## config.mk

```make
export PLATFORM = sky130hd
export DESIGN_NAME = hub75_scan_ctrl_flat
export DESIGN_NICKNAME = d
export VERILOG_FILES = /design/src/rtl/hub75_pkg.sv /design/src/rtl/hub75_scan_ctrl_if.sv /design/src/rtl/hub75_bcm_timer.sv /design/src/rtl/hub75_scan_ctrl.sv /design/src/flat_wrapper.sv
export SDC_FILE = /design/constraint.sdc
export NUM_CORES = 1
export LEC_CHECK = 0
export ABC_CLOCK_PERIOD_IN_PS = 2000
export CORE_AREA = 2 2 71 73
export DETAILED_ROUTE_END_ITERATION = 12
export DIE_AREA = 0 0 73 75
export PLACE_DENSITY_LB_ADDON = 0.2
export SLEW_MARGIN = 20
export SYNTH_ARGS = -nofsm -noshare
export SYNTH_HDL_FRONTEND = slang
export SYNTH_HIERARCHICAL = 1
export SYNTH_SLANG_ARGS = --single-unit
```

## constraint.sdc

```tcl
create_clock -name clk -period 2 [get_ports clk]
set_input_delay 0.3 -clock clk [delete_from_list [all_inputs] [get_ports clk]]
set_output_delay 0.3 -clock clk [all_outputs]
set_load 0.03 [all_outputs]
```

## src/rtl/hub75_pkg.sv

```systemverilog
// rtl/hub75_pkg.sv - scan FSM state type and BCM on-time helpers for the HUB75 scan controller
package hub75_pkg;

    typedef enum logic [2:0] {
        IDLE,
        FETCH,
        SHIFT_LO,
        SHIFT_HI,
        BLANK,
        LATCH,
        DISPLAY
    } scan_state_t;

    // Binary-coded modulation: each plane is displayed twice as long as the one below it.
    function automatic int unsigned oe_cycles(input int unsigned base, input int unsigned plane);
        return base << plane;
    endfunction

    function automatic int unsigned oe_on_cycles(input int unsigned base, input int unsigned plane,
                                                 input logic [7:0] brightness);
        return ((base << plane) * 32'(brightness)) >> 8;
    endfunction

endpackage

```

## src/rtl/hub75_scan_ctrl_if.sv

```systemverilog
// rtl/hub75_scan_ctrl_if.sv - framebuffer read bus between the scan controller and pixel memory
interface hub75_scan_ctrl_if #(
    parameter int unsigned COLUMNS   = 64,
    parameter int unsigned SCAN_ROWS = 32,
    parameter int unsigned PLANES    = 4
);
    logic                          fb_re;
    logic [$clog2(SCAN_ROWS)-1:0]  fb_row;
    logic [$clog2(COLUMNS)-1:0]    fb_col;
    logic [6*PLANES-1:0]           fb_data;

    modport master (output fb_re, output fb_row, output fb_col, input fb_data);
    modport slave  (input fb_re, input fb_row, input fb_col, output fb_data);
endinterface

```

## src/rtl/hub75_bcm_timer.sv

```systemverilog
// rtl/hub75_bcm_timer.sv - down-counter that times one DISPLAY period
module hub75_bcm_timer #(
    parameter int unsigned WIDTH = 8
) (
    input  logic             clk,
    input  logic             rst_n,
    input  logic             load,
    input  logic [WIDTH-1:0] load_val,
    input  logic             count,
    output logic [WIDTH-1:0] remaining,
    output logic             done
);

    logic [WIDTH-1:0] cnt;

    always_ff @(posedge clk or negedge rst_n) begin
        if (!rst_n) begin
            cnt <= '0;
        end else if (load) begin
            cnt <= load_val;
        end else if (count && cnt != '0) begin
            cnt <= cnt - WIDTH'(1);
        end
    end

    assign remaining = cnt;
    // Terminal at 1 so a period of N load cycles spans exactly N counting cycles.
    assign done      = cnt <= WIDTH'(1);

endmodule

```

## src/rtl/hub75_scan_ctrl.sv

```systemverilog
// rtl/hub75_scan_ctrl.sv - HUB75 LED panel row scanner with binary-coded modulation
// Optional HUB75_BRIGHTNESS_EN adds an 8-bit global brightness input that trims oe_n on-time.
module hub75_scan_ctrl
    import hub75_pkg::*;
#(
    parameter int unsigned COLUMNS   = 64,
    parameter int unsigned SCAN_ROWS = 32,
    parameter int unsigned PLANES    = 4,
    parameter int unsigned OE_BASE   = 8
) (
    input  logic                         clk,
    input  logic                         rst_n,
    input  logic                         enable,
`ifdef HUB75_BRIGHTNESS_EN
    input  logic [7:0]                   brightness,
`endif
    hub75_scan_ctrl_if.master            fb,
    output logic [2:0]                   rgb0,
    output logic [2:0]                   rgb1,
    output logic                         display_clk,
    output logic                         latch,
    output logic                         oe_n,
    output logic [$clog2(SCAN_ROWS)-1:0] row_addr,
    output logic                         frame_start
);

    localparam int unsigned CW = $clog2(COLUMNS);
    localparam int unsigned RW = $clog2(SCAN_ROWS);
    localparam int unsigned PW = (PLANES > 1) ? $clog2(PLANES) : 1;
    localparam int unsigned TW = $clog2(OE_BASE << (PLANES - 1)) + 1;

    localparam logic [CW-1:0] COL_LAST   = CW'(COLUMNS - 1);
    localparam logic [PW-1:0] PLANE_LAST = PW'(PLANES - 1);

    scan_state_t   state, state_nxt;
    logic [CW-1:0] col;
    logic [RW-1:0] row;
    logic [PW-1:0] plane;
    logic          armed;
    logic [2:0]    rgb0_q, rgb1_q;
    logic [5:0]    pix_bits;
    logic          col_step, plane_step;
    logic          tmr_load, tmr_count, tmr_done;
    logic [TW-1:0] tmr_val, tmr_remaining;
    logic          oe_on;

    // Pick bit [plane] out of each {r0,g0,b0,r1,g1,b1} channel field.
    for (genvar k = 0; k < 6; k++) begin : g_chan
        logic [PLANES-1:0] chan_shift;
        assign chan_shift  = fb.fb_data[(5-k)*PLANES +: PLANES] >> plane;
        assign pix_bits[5-k] = chan_shift[0];
    end

    assign tmr_val = TW'(oe_cycles(OE_BASE, 32'(plane)));

    hub75_bcm_timer #(.WIDTH(TW)) u_bcm_timer (
        .clk       (clk),
        .rst_n     (rst_n),
        .load      (tmr_load),
        .load_val  (tmr_val),
        .count     (tmr_count),
        .remaining (tmr_remaining),
        .done      (tmr_done)
    );

`ifdef HUB75_BRIGHTNESS_EN
    logic [31:0] on_cycles, disp_len;
    assign disp_len  = oe_cycles(OE_BASE, 32'(plane));
    assign on_cycles = oe_on_cycles(OE_BASE, 32'(plane), brightness);
    // remaining counts down from disp_len, so the first on_cycles of the period satisfy this.
    assign oe_on     = (32'(tmr_remaining) + on_cycles) > disp_len;
`else
    assign oe_on     = tmr_remaining != '0;
`endif

    always_ff @(posedge clk or negedge rst_n) begin
        if (!rst_n) begin
            state <= IDLE;
        end else begin
            state <= state_nxt;
        end
    end

    always_comb begin
        state_nxt   = state;
        col_step    = 1'b0;
        plane_step  = 1'b0;
        tmr_load    = 1'b0;
        tmr_count   = 1'b0;
        fb.fb_re    = 1'b0;
        fb.fb_row   = row;
        fb.fb_col   = col;
        rgb0        = rgb0_q;
        rgb1        = rgb1_q;
        display_clk = 1'b0;
        latch       = 1'b0;
        oe_n        = 1'b1;
        frame_start = 1'b0;
        case (state)
            IDLE: begin
                // armed keeps the first FETCH off the first edge after reset release
                if (enable && armed) state_nxt = FETCH;
            end
            FETCH: begin
                fb.fb_re    = 1'b1;
                frame_start = (row == '0) && (plane == '0) && (col == '0);
                state_nxt   = SHIFT_LO;
            end
            SHIFT_LO: begin
                rgb0      = pix_bits[5:3];
                rgb1      = pix_bits[2:0];
                state_nxt = SHIFT_HI;
            end
            SHIFT_HI: begin
                display_clk = 1'b1;
                col_step    = 1'b1;
                state_nxt   = (col == COL_LAST) ? BLANK : FETCH;
            end
            BLANK: begin
                state_nxt = LATCH;
            end
            LATCH: begin
                latch     = 1'b1;
                tmr_load  = 1'b1;
                state_nxt = DISPLAY;
            end
            DISPLAY: begin
                oe_n      = !oe_on;
                tmr_count = 1'b1;
                if (tmr_done) begin
                    plane_step = 1'b1;
                    if (plane != PLANE_LAST || enable) state_nxt = FETCH;
                    else                               state_nxt = IDLE;
                end
            end
            default: state_nxt = IDLE;
        endcase
    end

    always_ff @(posedge clk or negedge rst_n) begin
        if (!rst_n) begin
            armed    <= 1'b0;
            col      <= '0;
            row      <= '0;
            plane    <= '0;
            rgb0_q   <= '0;
            rgb1_q   <= '0;
            row_addr <= '0;
        end else begin
            armed <= 1'b1;
            if (state == SHIFT_LO) begin
                rgb0_q <= pix_bits[5:3];
                rgb1_q <= pix_bits[2:0];
            end
            if (col_step) begin
                if (col == COL_LAST) begin
                    col      <= '0;
                    row_addr <= row;
                end else begin
                    col <= col + CW'(1);
                end
            end
            if (plane_step) begin
                if (plane == PLANE_LAST) begin
                    plane <= '0;
                    row   <= row + RW'(1);
                end else begin
                    plane <= plane + PW'(1);
                end
            end
        end
    end

endmodule

```

## src/flat_wrapper.sv

```systemverilog
// flat-port wrapper written by rule: the top's interface ports become plain ports
module hub75_scan_ctrl_flat import hub75_pkg::*;
#(
    parameter int unsigned COLUMNS   = 64,
    parameter int unsigned SCAN_ROWS = 32,
    parameter int unsigned PLANES    = 4,
    parameter int unsigned OE_BASE   = 8
)
  (clk, rst_n, enable, rgb0, rgb1, display_clk, latch, oe_n, row_addr, frame_start, fb_fb_re, fb_fb_row, fb_fb_col, fb_fb_data);
  hub75_scan_ctrl_if #(.COLUMNS(COLUMNS), .SCAN_ROWS(SCAN_ROWS), .PLANES(PLANES)) fb_i ();
  input  logic clk;
  input  logic rst_n;
  input  logic enable;
  output logic [2:0] rgb0;
  output logic [2:0] rgb1;
  output logic display_clk;
  output logic latch;
  output logic oe_n;
  output logic [$clog2(SCAN_ROWS)-1:0] row_addr;
  output logic frame_start;
  output wire logic [$bits(fb_i.fb_re)-1:0] fb_fb_re;
  output wire logic [$bits(fb_i.fb_row)-1:0] fb_fb_row;
  output wire logic [$bits(fb_i.fb_col)-1:0] fb_fb_col;
  input wire logic [$bits(fb_i.fb_data)-1:0] fb_fb_data;
  assign fb_fb_re = fb_i.fb_re;
  assign fb_fb_row = fb_i.fb_row;
  assign fb_fb_col = fb_i.fb_col;
  assign fb_i.fb_data = fb_fb_data;
  hub75_scan_ctrl #(.COLUMNS(COLUMNS), .SCAN_ROWS(SCAN_ROWS), .PLANES(PLANES), .OE_BASE(OE_BASE)) u_core (.clk(clk), .rst_n(rst_n), .enable(enable), .fb(fb_i), .rgb0(rgb0), .rgb1(rgb1), .display_clk(display_clk), .latch(latch), .oe_n(oe_n), .row_addr(row_addr), .frame_start(frame_start));
endmodule
```

# Word-level counts from Yosys, hierarchy flattened
# Cells that the tools add are included.
dict set report totals {
  elab_cells 66
  out_inout_bits 27
  regBits 35
}
dict set report op_classes {
  n_eq_ne 11
  mux 19
  n_addsub 4
  magnitude_cmp 1
  n_shift 7
  n_reduce_logical 15
}
# cell n
set ops {}
lappend ops {{4-bit by 2-bit right shift with 1-bit output} 6}
lappend ops {{3-bit one-hot mux with 7 select lines} 1}
lappend ops {{3-bit 2-to-1 mux} 5}
lappend ops {{7-bit 2-to-1 mux} 2}
lappend ops {{3-bit equality test, second input constant} 3}
lappend ops {{1-bit 2-to-1 mux} 9}
lappend ops {{7-bit by 1-bit less-or-equal comparator with 1-bit output, second input constant} 1}
lappend ops {{7-bit nonzero test} 1}
lappend ops {{4-bit by 2-bit << shifter with 7-bit output, first input constant} 1}
lappend ops {{7-bit by 1-bit subtractor with 7-bit output, second input constant} 1}
lappend ops {{6-bit by 1-bit adder with 6-bit output, second input constant} 1}
lappend ops {{3-bit by 2-bit equality test with 1-bit output, second input constant} 2}
lappend ops {{6-bit equality test, second input constant} 1}
lappend ops {{6-bit logical NOT} 1}
lappend ops {{6-bit 2-to-1 mux} 1}
lappend ops {{2-bit AND reduction} 3}
lappend ops {{5-bit by 1-bit adder with 5-bit output, second input constant} 1}
lappend ops {{5-bit logical NOT} 1}
lappend ops {{1-bit logical AND} 4}
lappend ops {{2-bit by 1-bit inequality test with 1-bit output, second input constant} 2}
lappend ops {{3-bit by 1-bit equality test with 1-bit output, second input constant} 1}
lappend ops {{3-bit logical NOT} 1}
lappend ops {{2-bit by 1-bit adder with 2-bit output, second input constant} 1}
lappend ops {{2-bit equality test, second input constant} 1}
lappend ops {{6 further kinds} 6}

# Longest topological paths before layout
dict set report depth {
  ltp_word 5
  ltp_mapped 7
  depth_no_buf 7
}

# Hierarchy
# Netlist, hierarchy kept.
# mod instances seq_area_each_um2 area_each_um2 cells_per_inst
set by_module_without_submodules {}
lappend by_module_without_submodules {hub75_scan_ctrl 1 700.7 1532.7 129}
lappend by_module_without_submodules {hub75_bcm_timer 1 175.2 489.2 57}

# Worst setup path after synthesis
# OpenSTA, ideal clock, no wires.
dict set report synth_path {
  path_kind {reg-to-output}
  from {reg u_core.u_bcm_timer.cnt[2], in the netlist u_core/u_bcm_timer/remaining[2]}
  to {out oe_n}
  required_ns 1.700
  path_buffers 0
  arrival_ns 1.972
  stages_incl_launch_ff 3
  slack_ns -0.272
  path_cell_list {dfrtp_1 > or4_1 > o41ai_1}
}
dict set report synth_between {
  elab_chain_len 3
}
# item line_no
set synth_lines {}
lappend synth_lines {{start, declared} hub75_bcm_timer.sv:14} ;# logic [WIDTH-1:0] cnt;
lappend synth_lines {{start signal, assigned} hub75_bcm_timer.sv:20} ;# cnt <= load_val;
lappend synth_lines {{start signal, assigned} hub75_bcm_timer.sv:22} ;# cnt <= cnt - WIDTH'(1);
lappend synth_lines {{7-bit nonzero test} hub75_scan_ctrl.sv:73} ;# assign oe_on = tmr_remaining != '0;
lappend synth_lines {{1-bit logical NOT} hub75_scan_ctrl.sv:128} ;# oe_n = !oe_on;
lappend synth_lines {{1-bit 2-to-1 mux} hub75_scan_ctrl.sv:99} ;# case (state)
lappend synth_lines {{end, declared} flat_wrapper.sv:18} ;# output logic oe_n;
# Every way passes these cells.

# Worst setup path in the final report
dict set report layout_path {
  from {reg u_core.plane[0]}
  to {out rgb1[0]}
}
dict set report layout_between {
  elab_chain_len 2
}
# item line_no
set layout_lines {}
lappend layout_lines {{start, declared} hub75_scan_ctrl.sv:38} ;# logic [PW-1:0] plane;
lappend layout_lines {{start signal, assigned} hub75_scan_ctrl.sv:168} ;# plane <= plane + PW'(1);
lappend layout_lines {{4-bit by 2-bit right shift with 1-bit output} hub75_scan_ctrl.sv:50} ;# assign chan_shift = fb.fb_data[(5-k)*PLANES +: PLANES] >> plane;
lappend layout_lines {{3-bit 2-to-1 mux} n/a}
lappend layout_lines {{end, declared} flat_wrapper.sv:15} ;# output logic [2:0] rgb1;
# Every way passes these cells.

==> results <==
==> cell type report <==
cell class / instances / area [um^2] / area share, %
Clock buffer: 5 / 68.82 / 2.300
Clock inverter: 3 / 43.79 / 1.464
Inverter: 13 / 48.80 / 1.631
Multi-Input combinational cell: 134 / 1122 / 37.52
Sequential cell: 35 / 877.1 / 29.32
Tap cell: 54 / 67.56 / 2.258
Timing Repair Buffer: 80 / 763.2 / 25.51
==> worst max-delay path by stage <==
stage                     slack (ps)                            start  cells past startpoint                   to
after floorplan                   40  u_core/u_bcm_timer/remaining[2]                      5  u_core/fb.fb_row[4]
after global placement          -350                   fb_fb_data[18]                      4              rgb0[1]
after detailed placement        -360                   fb_fb_data[15]                      4              rgb0[0]
after CTS                        -90                  u_core/plane[0]                      4              rgb1[0]
after global routing            -150                  u_core/plane[0]                      4              rgb0[0]
final                           -110                  u_core/plane[0]                      4              rgb1[0]
==> sequential cells by signal, summed over array words and instances, names as in the netlist <==
register                      flops
u_core/rgb0_q                     3
u_core/armed                      1
u_core/state                      3
u_core/row_addr                   5
u_core/u_bcm_timer/remaining      7
u_core/fb.fb_col                  6
u_core/rgb1_q                     3
u_core/plane                      2
u_core/fb.fb_row                  5
==> per-layer routing <==
layer	part of all wire, %	vias to the layer above	track usage (%)
met3	3.7	5	4.284
met1	44	840	24.79
li1	-	842	-
met4	0.76	0	6.379
met2	51	47	29.93
met5	0	-	0
==> placed cells by master, fill, tap and decap left out, types with 5 or more instances in the layout <==
master                            Yosys  final
sky130_fd_sc_hd__a21oi_1              5      5
sky130_fd_sc_hd__buf_4                1     26
sky130_fd_sc_hd__buf_6                2      8
sky130_fd_sc_hd__clkbuf_8             0      5
sky130_fd_sc_hd__clkdlybuf4s50_1      0     42
sky130_fd_sc_hd__dfrtp_1             35     34
sky130_fd_sc_hd__ha_1                11     10
sky130_fd_sc_hd__inv_1               13     12
sky130_fd_sc_hd__mux2_2              13      9
sky130_fd_sc_hd__mux4_2               6      6
sky130_fd_sc_hd__nand2_1             14     14
sky130_fd_sc_hd__nand3_1              7      7
sky130_fd_sc_hd__nand4_1              6      6
sky130_fd_sc_hd__nor2_1               9      8
==> metrics by stage <==
stage          power [uW]  hold slack, ps  setup slack, ps  std cells  setup TNS, ps
3_3_place_gp         2131           477.1           -345.0        308          -1669
6_report             2877           438.4           -105.9        324         -634.9
3_5_place_dp         2145           485.8           -357.7        308          -1759
4_1_cts              2864           448.0           -91.56        322         -564.5
2_1_floorplan        1618           4.409            39.84        188              0
5_1_grt              3026           475.1           -152.9        324         -953.6
==> critical path, cell delays in order, from the launching register on <==
cell and delay [ps]:
sky130_fd_sc_hd__dfrtp_2 450, sky130_fd_sc_hd__buf_12 130, sky130_fd_sc_hd__mux4_2 500, sky130_fd_sc_hd__mux2_4 300, sky130_fd_sc_hd__buf_6 140
==> cells by family (layout without fill, tap and decap cells) <==
logic type,Yosys count,count (layout),synth area share [%]
simple gates,64,64,17.95
flops,35,35,43.32
compound gates,30,30,10.52
mux,19,19,13.92
buf+inv,19,101,4.517
fa+ha+maj,11,11,6.807
xor+xnor,6,6,2.599
other cells,2,4,0.3714
==> synthesized netlist by cell type (all sizes together), types with 3 or more instances <==
cell     n  area, um^2
xnor2    3       26.28
nor3     5       30.03
ha      11       137.6
dfrtp   35       875.8
nand3    7       35.03
o21ai    4       20.02
a21o     3       23.77
nand2   14       52.55
mux2    13       146.4
buf      4       35.03
or4      3       26.27
nor4     3       18.77
a31oi    3       18.77
a21oi    5       25.02
nor2    10       45.04
inv     13       48.80
nand2b   3       18.77
mux4     6       135.1
xor2     3       26.28
nor3b    3       22.52
nand4    6       37.54
==> where the power goes <==
part / switching [uW] / internal (uW)
sequential: 96.3 / 839
clock: 261 / 371
combinational: 680 / 630
total: 1040 / 1840
==> what timing repair did <==
item,CTS,global route
setup endpoints to repair,11,14
gates resized for setup,46,7
setup buffers,6,2
pin swaps,1,3
hold buffers,0,0
==> impl_summary.txt <==
----------------------------------------------------
[Yosys]
  Per-instance average area after synthesis ... 10.87 um^2
  Synthesized netlist cell count ... 186
  Count of cell types in the netlist ... 49
  Synthesized cell area ... 2022 um^2
  Fraction of the yosys area taken by sequential cells ... 43.32%
  Count of flip-flops with a built-in enable after synthesis ... 0
  Flops & latches, synth ... 35
  Dominant register cell in the synthesized netlist ... sky130_fd_sc_hd__dfrtp_1
  Total number of yosys warnings ... 6
  Fraction of registers with async set/reset ... 100.0%

[Final layout]
  Share of post-route cells with drive strength above 1 ... 29.63%
  Ant. Diodes ... 0
  Nets ... 307
  Cell area after layout ... around 3000 um^2
  Fraction of the core area covered by cells at the end of the flow ... 64.19%
  Layout area overhead ... 47.96%
  Filler Cell Count ... 384

[Floorplanning]
  Initial standard-cell utilization of the core ... 43.38%
  Die Span Y ... 75 um
  Number of top-level design ports ... 54
  Floorplan row count ... 25
  Die width ... 73 um
  Total Die Area ... approximately 5500 um^2
  Core Region ... 4661 um^2

[Detailed routing]
  Vias/cell ... 5.352
  Final wirelength ... between 4000 and 5000 um
  Detailed-route wire length per cell ... 15.40 um
  Count of nets left with antenna violations after detail routing ... 0
  Residual DRC count ... 0
  Total iterations of the first detailed-routing run ... 4
  Detailed router's first-iteration violation count ... 67
  Routed vias ... 1734

[Clock network]
  Clock-pin transition on the worst setup and hold timing paths ... 80 ps
  CTS tree ... built
  Clock latency reported for the late side of the worst-skew pair ... 290 ps
  Maximum root-to-sink buffer count ... 2
  CTS buffer count ... 5
  Clock root buffer ... sky130_fd_sc_hd__clkbuf_8
  # clock sinks ... 35
  H-tree lvl count ... 2

[Placed design]
  HPWL after detailed placement ... 3513 um
  Count of buffers inserted at the top-level ports ... 53
  RD Place Congestion ... 0.8367
  Post-DP Area ... 2748 um^2

[STA]
  Setup slack after layout ... -105.9 ps
  Final setup violation count ... 7
  Highest attainable clock frequency ... 474.9 MHz
  Worst clock skew ... roughly 12 ps
  Final hold violation count ... 0
  Post-layout min period ... 2106 ps
  Fraction of the cycle the final worst path needs ... 105.3%
  RSZ-0062 raised after global routing ... true
  Number of max-slew violations in the final report ... 0

[Global routing]
  Initial antenna violation count ... 0
  Wire length of the first global-routing pass ... 7769 um
  Pin count of the biggest net entering global routing ... 36
  Vias in the first global route ... 1649
  Overall global routing resource usage ... 18.58%
  Global route overflow ... 0

[Power]
  Peak supply drop ... 0.6862 mV
  Static power due to leakage ... 0.001346 uW
  Power density over the cells ... 961.7 nW/um^2

[Run status]
  Failing checks ... setup timing
  Outcome ... finished, violations left

[Worst setup path]
  Crit path DAT ... 1810 ps
  Depth of the most critical reg-to-reg path ... 4
  Largest fanout on the critical path ... 5
  Worst Path Class, Setup ... flip-flop to output port
  Critical path endpoint category ... output port
  Start of the worst register-to-register path ... u_core/u_bcm_timer/remaining[2]
  Data required time at the worst endpoint ... 1700 ps
  Reg-to-reg setup timing slack ... ~130 ps
  Endpoint of the worst register-to-register path ... u_core/u_bcm_timer/remaining[6]
  Type of origin of the critical path ... flip-flop

[Flow run]
  Count of maximum capacitance violations ... 0

[Hold path]
  Classification of the worst-slack hold path ... input pin to async pin

----------------------------------------------------
Power figures use the tool's default switching activity.
